--- src/rtl/ttt_move_gen.sv ---
// rtl/ttt_move_gen.sv - tic-tac-toe computer move generator (win/block/centre/corner/edge)
//
// Snapshots the board on req, scans it one candidate per cycle with a fixed
// priority and offers the chosen 1-based position over a valid/ack handshake.
//
// Ports:
//   clk        - clock, all state changes on posedge
//   rst_n      - asynchronous active-low reset
//   board      - 9 cells x 2 bits, cell k at board[2k+1:2k]
//                (00 empty, 01 player O, 10 computer X, 11 occupied/neutral)
//   req        - start a scan (sampled in IDLE only)
//   move_ack   - consumer accepts the offered move (sampled in OFFER only)
//   move_valid - move offered
//   move_pos   - chosen position 1..9, 0 when cleared
//   busy       - high whenever not IDLE
//   no_move    - one-cycle pulse when the board has no empty cell
//
// Parameter THINK_DELAY (0..15): idle cycles between selection and offer.
// Macro MOVEGEN_BLOCK_EN: compiles in the BLOCK phase (player threat blocking).

module ttt_move_gen #(
  parameter int THINK_DELAY = 0
) (
  input  logic        clk,
  input  logic        rst_n,
  input  logic [17:0] board,
  input  logic        req,
  input  logic        move_ack,
  output logic        move_valid,
  output logic [3:0]  move_pos,
  output logic        busy,
  output logic        no_move
);

  typedef enum logic [2:0] {
    S_IDLE, S_WIN, S_BLOCK, S_CENTER, S_CORNER, S_EDGE, S_DELAY, S_OFFER
  } state_t;

  // DELAY counts down to zero, so it is loaded with one less than the wait.
  localparam logic [3:0] DELAY_INIT = (THINK_DELAY > 0) ? 4'(THINK_DELAY - 1) : 4'd0;

  state_t      state, state_nxt;
  logic [17:0] snap;
  logic [2:0]  idx;
  logic [3:0]  cnt;
  logic        found;
  logic [3:0]  found_cell;
  state_t      sel_state;

  function automatic logic [1:0] cell_of(input logic [17:0] b, input logic [3:0] k);
    return b[2*k +: 2];
  endfunction

  function automatic logic [11:0] line_cells(input logic [2:0] l);
    case (l)
      3'd0:    return {4'd0, 4'd1, 4'd2};
      3'd1:    return {4'd3, 4'd4, 4'd5};
      3'd2:    return {4'd6, 4'd7, 4'd8};
      3'd3:    return {4'd0, 4'd3, 4'd6};
      3'd4:    return {4'd1, 4'd4, 4'd7};
      3'd5:    return {4'd2, 4'd5, 4'd8};
      3'd6:    return {4'd0, 4'd4, 4'd8};
      default: return {4'd2, 4'd4, 4'd6};
    endcase
  endfunction

  // Hit when two cells hold `who` and the third is empty; returns {hit, empty cell}.
  function automatic logic [4:0] line_check(input logic [17:0] b, input logic [2:0] l,
                                            input logic [1:0] who);
    logic [11:0] lc;
    logic [1:0]  a, m, z;
    lc = line_cells(l);
    a  = cell_of(b, lc[11:8]);
    m  = cell_of(b, lc[7:4]);
    z  = cell_of(b, lc[3:0]);
    if (m == who && z == who && a == 2'b00) return {1'b1, lc[11:8]};
    if (a == who && z == who && m == 2'b00) return {1'b1, lc[7:4]};
    if (a == who && m == who && z == 2'b00) return {1'b1, lc[3:0]};
    return 5'd0;
  endfunction

  // Candidate evaluation for the current scan step.
  always_comb begin
    logic [3:0] corner;
    found      = 1'b0;
    found_cell = 4'd0;
    corner     = 4'd0;
    case (idx[1:0])
      2'd0:    corner = 4'd0;
      2'd1:    corner = 4'd2;
      2'd2:    corner = 4'd6;
      default: corner = 4'd8;
    endcase
    case (state)
      S_WIN:    {found, found_cell} = line_check(snap, idx, 2'b10);
`ifdef MOVEGEN_BLOCK_EN
      S_BLOCK:  {found, found_cell} = line_check(snap, idx, 2'b01);
`endif
      S_CENTER: begin
        found      = (cell_of(snap, 4'd4) == 2'b00);
        found_cell = 4'd4;
      end
      S_CORNER: begin
        found      = (cell_of(snap, corner) == 2'b00);
        found_cell = corner;
      end
      S_EDGE: begin
        // Edge cells 1,3,5,7 are the odd indices.
        found_cell = {1'b0, idx[1:0], 1'b1};
        found      = (cell_of(snap, found_cell) == 2'b00);
      end
      default: ;
    endcase
  end

  assign sel_state = (THINK_DELAY == 0) ? S_OFFER : S_DELAY;

  always_ff @(posedge clk or negedge rst_n) begin
    if (!rst_n) state <= S_IDLE;
    else        state <= state_nxt;
  end

  always_comb begin
    state_nxt = state;
    case (state)
      S_IDLE:   if (req) state_nxt = S_WIN;
      S_WIN: begin
        if (found) state_nxt = sel_state;
`ifdef MOVEGEN_BLOCK_EN
        else if (idx == 3'd7) state_nxt = S_BLOCK;
`else
        else if (idx == 3'd7) state_nxt = S_CENTER;
`endif
      end
`ifdef MOVEGEN_BLOCK_EN
      S_BLOCK: begin
        if (found) state_nxt = sel_state;
        else if (idx == 3'd7) state_nxt = S_CENTER;
      end
`endif
      S_CENTER: state_nxt = found ? sel_state : S_CORNER;
      S_CORNER: begin
        if (found) state_nxt = sel_state;
        else if (idx[1:0] == 2'd3) state_nxt = S_EDGE;
      end
      S_EDGE: begin
        if (found) state_nxt = sel_state;
        else if (idx[1:0] == 2'd3) state_nxt = S_IDLE;
      end
      S_DELAY:  if (cnt == 4'd0) state_nxt = S_OFFER;
      S_OFFER:  if (move_ack) state_nxt = S_IDLE;
      default:  state_nxt = S_IDLE;
    endcase
  end

  always_comb begin
    move_valid = (state == S_OFFER);
    busy       = (state != S_IDLE);
  end

  // Datapath: snapshot, scan index, delay counter, move register, no_move pulse.
  // The index simply keeps counting through phases: the 3-bit wrap after L7
  // and the low two bits for corner/edge give each phase a start at zero.
  always_ff @(posedge clk or negedge rst_n) begin
    if (!rst_n) begin
      snap     <= '0;
      idx      <= '0;
      cnt      <= '0;
      move_pos <= '0;
      no_move  <= 1'b0;
    end else begin
      no_move <= 1'b0;
      case (state)
        S_IDLE: if (req) begin
          snap <= board;
          idx  <= '0;
        end
        S_WIN, S_BLOCK, S_CENTER, S_CORNER, S_EDGE: begin
          if (found) begin
            move_pos <= found_cell + 4'd1;
            cnt      <= DELAY_INIT;
          end else begin
            if (state != S_CENTER) idx <= idx + 3'd1;
            if (state == S_EDGE && idx[1:0] == 2'd3) no_move <= 1'b1;
          end
        end
        S_DELAY: cnt <= cnt - 4'd1;
        S_OFFER: if (move_ack) move_pos <= '0;
        default: ;
      endcase
    end
  end

endmodule

--- config.mk ---
export PLATFORM = sky130hd
export DESIGN_NAME = ttt_move_gen
export DESIGN_NICKNAME = d
export VERILOG_FILES = /design/src/rtl/ttt_move_gen.sv
export SDC_FILE = /design/constraint.sdc
export NUM_CORES = 1
export LEC_CHECK = 0
export BUFFER_PORTS_ARGS = -buffer_cell sky130_fd_sc_hd__buf_4
export CORE_MARGIN = 4
export CORE_UTILIZATION = 45
export CTS_CLUSTER_DIAMETER = 200
export CTS_CLUSTER_SIZE = 24
export DETAILED_ROUTE_END_ITERATION = 8
export GPL_ROUTABILITY_DRIVEN = 0
export HOLD_SLACK_MARGIN = 0.06
export PLACE_DENSITY_LB_ADDON = 0.15
export SLEW_MARGIN = 10
export SYNTH_ARGS = -nofsm -noshare
export SYNTH_HDL_FRONTEND = slang
export SYNTH_SLANG_ARGS = --single-unit
--- constraint.sdc ---
create_clock -name clk -period 5.85 [get_ports clk]
set_input_delay 0.585 -clock clk [delete_from_list [all_inputs] [get_ports clk]]
set_output_delay 0.585 -clock clk [all_outputs]
set_load 0.02 [all_outputs]
==> results.txt <==
- The run finished with clean final reports.
- Area growth from synthesis to layout: 11.8%
- In this run the core area contains 28 standard-cell rows.
- Flop and latch count out of synthesis: 33
* CTS tree: built
- The critical path is of the flop to flop type.
* Pins over their slew limit: 0
* Crit path top cell by count: sky130_fd_sc_hd__ha_1
* Net count after synthesis: 338
- Setup violations remaining at the end of the flow were counted as 0.
* Number of setup buffers added after CTS: 0
- Setup TNS Final: 0 ns
- In the finished design, the share of the clock period the worst path needs comes to 0.733.
- Max capacitance violation total: 0
- # clock sinks: 33
- Crit path DAT: 4.45 ns
- The core region is 0.00596 mm².
- RSZ-0062 raised after global routing: false
* Via Count: 2508
* Clk Tree Root Cell: sky130_fd_sc_hd__clkbuf_8
- TritonCTS created 5 clock buffers.
- Synth unique cells: 72
- The net count of the finished layout is 359.
- Area share of the largest cell type after synthesis: 0.298
- X dimension of the die: 86.5 µm
* Worst Setup Start Kind: flop
- For this run, design rule violations remaining after detail routing come to 0.
- Number of I/O port buffers: 28
- Skew-Pair Late Insertion Delay: 0.29 ns
- The min-delay analysis places its worst path in the category primary input to asynchronous set/reset pin.
- After detailed routing, the number of vias per cell comes to 6.22.
* Share of the yosys chip area belonging to registers: 0.298
- Measured against its own limit, the worst slew margin works out to 0.528.
- Ys async rst share: 1.00
- The critical path starts at idx[2].
- Initial cell density of the core: 0.465
* Maximum fanout along the worst path: 19
- Die Footprint: 0.00748 mm²
- In this design, the stage delay of the slowest critical-path cell is 0.80 ns.
- Number of buffers on the longest clock path: 2
- Across every metal layer, demand over resource in global routing totals 0.204.
* Kind of end point of the critical path: flop
* Cell Area, Synth: 0.00277 mm²
- Total grt overflow: 0
* Cell-by-cell listing of the critical path: inv_1, ha_1, nor4_2, mux2i_1, o221ai_1, and2_1, o211ai_1, nor3_1, o21a_1, or2_2, ha_1, xnor2_1, o21ai_1
* Routed wirelength normalized by instance count: 18.3 µm
- Synthesized instance count: 306
- The most used flip-flop cell after synthesis is sky130_fd_sc_hd__dfrtp_1.
- Clock-pin slew was measured on the worst setup and hold paths at 0.07 ns.
* Post-Route WL: 7360 µm
- HPWL after DPL: 5590 µm
- Total count of hold-check failures in the final report: 0
* Wire length of the first global-routing pass: 11900 µm
* Number of cells upsized or downsized after cts: 0
* Number of levels in the clock H-tree: 2
* Share of post-route cells with drive strength above 1: 0.232
* Worst-margin pin slew: 0.703 ns
- During I/O placement, the number of pins put on the boundary was 29.
* Pin count of the biggest net entering global routing: 34
- TritonRoute pass-1 iters: 7
- Derived from the worst setup path, the maximum achievable clock frequency is 233 MHz.
- Clk_skew: 0.00909 ns
- By area the synthesized netlist is led by sky130_fd_sc_hd__dfrtp_1 30%, sky130_fd_sc_hd__mux2_2 8.1%, sky130_fd_sc_hd__mux2i_1 4.7%.
* Die outline height: 86.5 µm
* Post-synth top area cell: sky130_fd_sc_hd__dfrtp_1
- Counting flops with a built-in enable in the synthesized netlist gives 0.
- Number of buffers inserted by hold repair at cts: 0
* Synth Area per Inst: 9.06 µm²
- The number of global-route vias before repair was 2372.
- Top-count cell post-synth: sky130_fd_sc_hd__dfrtp_1
* Req. time, crit path: 6.01 ns
- The number of antenna diodes in the final layout is 0.
- Once detail routing completed, the nets flagged for antenna violations numbered 0.
* Number of DRC markers in iteration 0: 169
- Antenna violations before repair: 0
* Leading cell types by count after synthesis: 33 x sky130_fd_sc_hd__dfrtp_1, 23 x sky130_fd_sc_hd__nand2_1, 20 x sky130_fd_sc_hd__mux2_2, 20 x sky130_fd_sc_hd__nor2_1, 19 x sky130_fd_sc_hd__o21ai_0
* Clock period minus worst slack: 4.29 ns
* Syn. warnings: 0
* CP max-delay cell: sky130_fd_sc_hd__dfrtp_1
- In this run the critical register-to-register path is launched from idx[2].
[metal layers]
metal | vias up | GRT usage | routed length, µm
li1 | 1193 | - | -
met1 | 1172 | 0.263 | 3230
met2 | 115 | 0.324 | 3300
met3 | 28 | 0.0466 | 557
met4 | 0 | 0.0949 | 268
met5 | - | 0 | 0
[layout make-up]
| cell class | instances | area [µm²] |
|---|---|---|
| flip-flops and latches | 33 | 826 |
| clock buffers | 7 | 96.3 |
| well taps | 75 | 93.8 |
| clock inverters | 1 | 5.00 |
| repair buffers | 29 | 218 |
| fillers | 562 | 2860 |
| multi-input cells | 246 | 1810 |
| inverters | 12 | 45.0 |
[through the flow]
stage	util	hold WS, ns	instances	cell area (µm²)	setup WS (ns)
5_1_grt	0.520	0.268	403	3100	1.29
6_report	0.520	0.222	403	3100	1.56
3_3_place_gp	0.503	0.504	395	3000	1.68
3_5_place_dp	0.503	0.498	395	3000	1.70
2_1_floorplan	-	0.289	306	2770	2.23
4_1_cts	0.520	0.246	403	3100	1.60
[sequential cells by signal, summed over array words and instances, names as in the netlist]
name	flops
snap	18
move_pos	4
state	3
cnt	4
idx	3
no_move	1
[layout by cell type (no fill, tap or decap), types with 2 or more instances in the layout]
cell / count
sky130_fd_sc_hd__dfrtp_1: 33
sky130_fd_sc_hd__buf_4: 29
sky130_fd_sc_hd__nand2_1: 23
sky130_fd_sc_hd__nor2_1: 20
sky130_fd_sc_hd__mux2_2: 20
sky130_fd_sc_hd__o21ai_0: 19
sky130_fd_sc_hd__nor3_1: 15
sky130_fd_sc_hd__mux2i_1: 13
sky130_fd_sc_hd__nand3_1: 12
sky130_fd_sc_hd__inv_1: 11
sky130_fd_sc_hd__ha_1: 10
sky130_fd_sc_hd__a21oi_1: 8
sky130_fd_sc_hd__a211oi_1: 7
sky130_fd_sc_hd__clkbuf_8: 7
sky130_fd_sc_hd__o31a_1: 6
sky130_fd_sc_hd__and2_1: 5
sky130_fd_sc_hd__a21o_1: 5
sky130_fd_sc_hd__or3_1: 4
sky130_fd_sc_hd__nor3b_1: 4
sky130_fd_sc_hd__o21a_1: 4
sky130_fd_sc_hd__o31ai_1: 4
sky130_fd_sc_hd__o21ai_1: 4
sky130_fd_sc_hd__nand2b_1: 3
sky130_fd_sc_hd__and3_1: 3
sky130_fd_sc_hd__a32oi_1: 3
sky130_fd_sc_hd__xnor2_1: 3
sky130_fd_sc_hd__nor2b_1: 2
sky130_fd_sc_hd__or2_2: 2
sky130_fd_sc_hd__nor2_2: 2
sky130_fd_sc_hd__or2_1: 2
sky130_fd_sc_hd__o211ai_1: 2
sky130_fd_sc_hd__nor4_1: 2
sky130_fd_sc_hd__o311ai_0: 2
sky130_fd_sc_hd__nand4b_1: 2
[cells by family (layout without fill, tap and decap cells)]
| group | after synthesis | count (layout) | share of synthesized area |
|---|---|---|---|
| AO/OA/AOI/OAI | 86 | 86 | 0.236 |
| XOR/XNOR | 3 | 3 | 0.00948 |
| adder cells (fa/ha/maj) | 11 | 11 | 0.0492 |
| buffers and inverters | 27 | 49 | 0.0474 |
| flip-flops | 33 | 33 | 0.298 |
| multiplexers | 35 | 35 | 0.140 |
| AND/OR/NAND/NOR | 111 | 111 | 0.219 |
[worst paths after layout]
check                               to  slack, ns  cells after the start
max                        move_pos[2]       1.56                     13
min                             cnt[2]       0.22                      1
max reg2reg                move_pos[2]       1.56                     13
min reg2reg                move_pos[0]       0.51                      2
max in group asynchronous      snap[6]       5.32                      1
min in group clk           move_pos[0]       0.51                      2
[critical path: cells and delay by family, from the launching register on]
family / cells / cell delay (ns)
simple gates: 4 / 1.31
compound gates: 4 / 0.88
buf+inv: 1 / 0.15
mux: 1 / 0.30
xor+xnor: 1 / 0.15
flops: 1 / 0.80
fa+ha+maj: 2 / 0.60
Power is not shown: default switching activity piles up to over one toggle a cycle in this logic, so the estimate is an artifact.
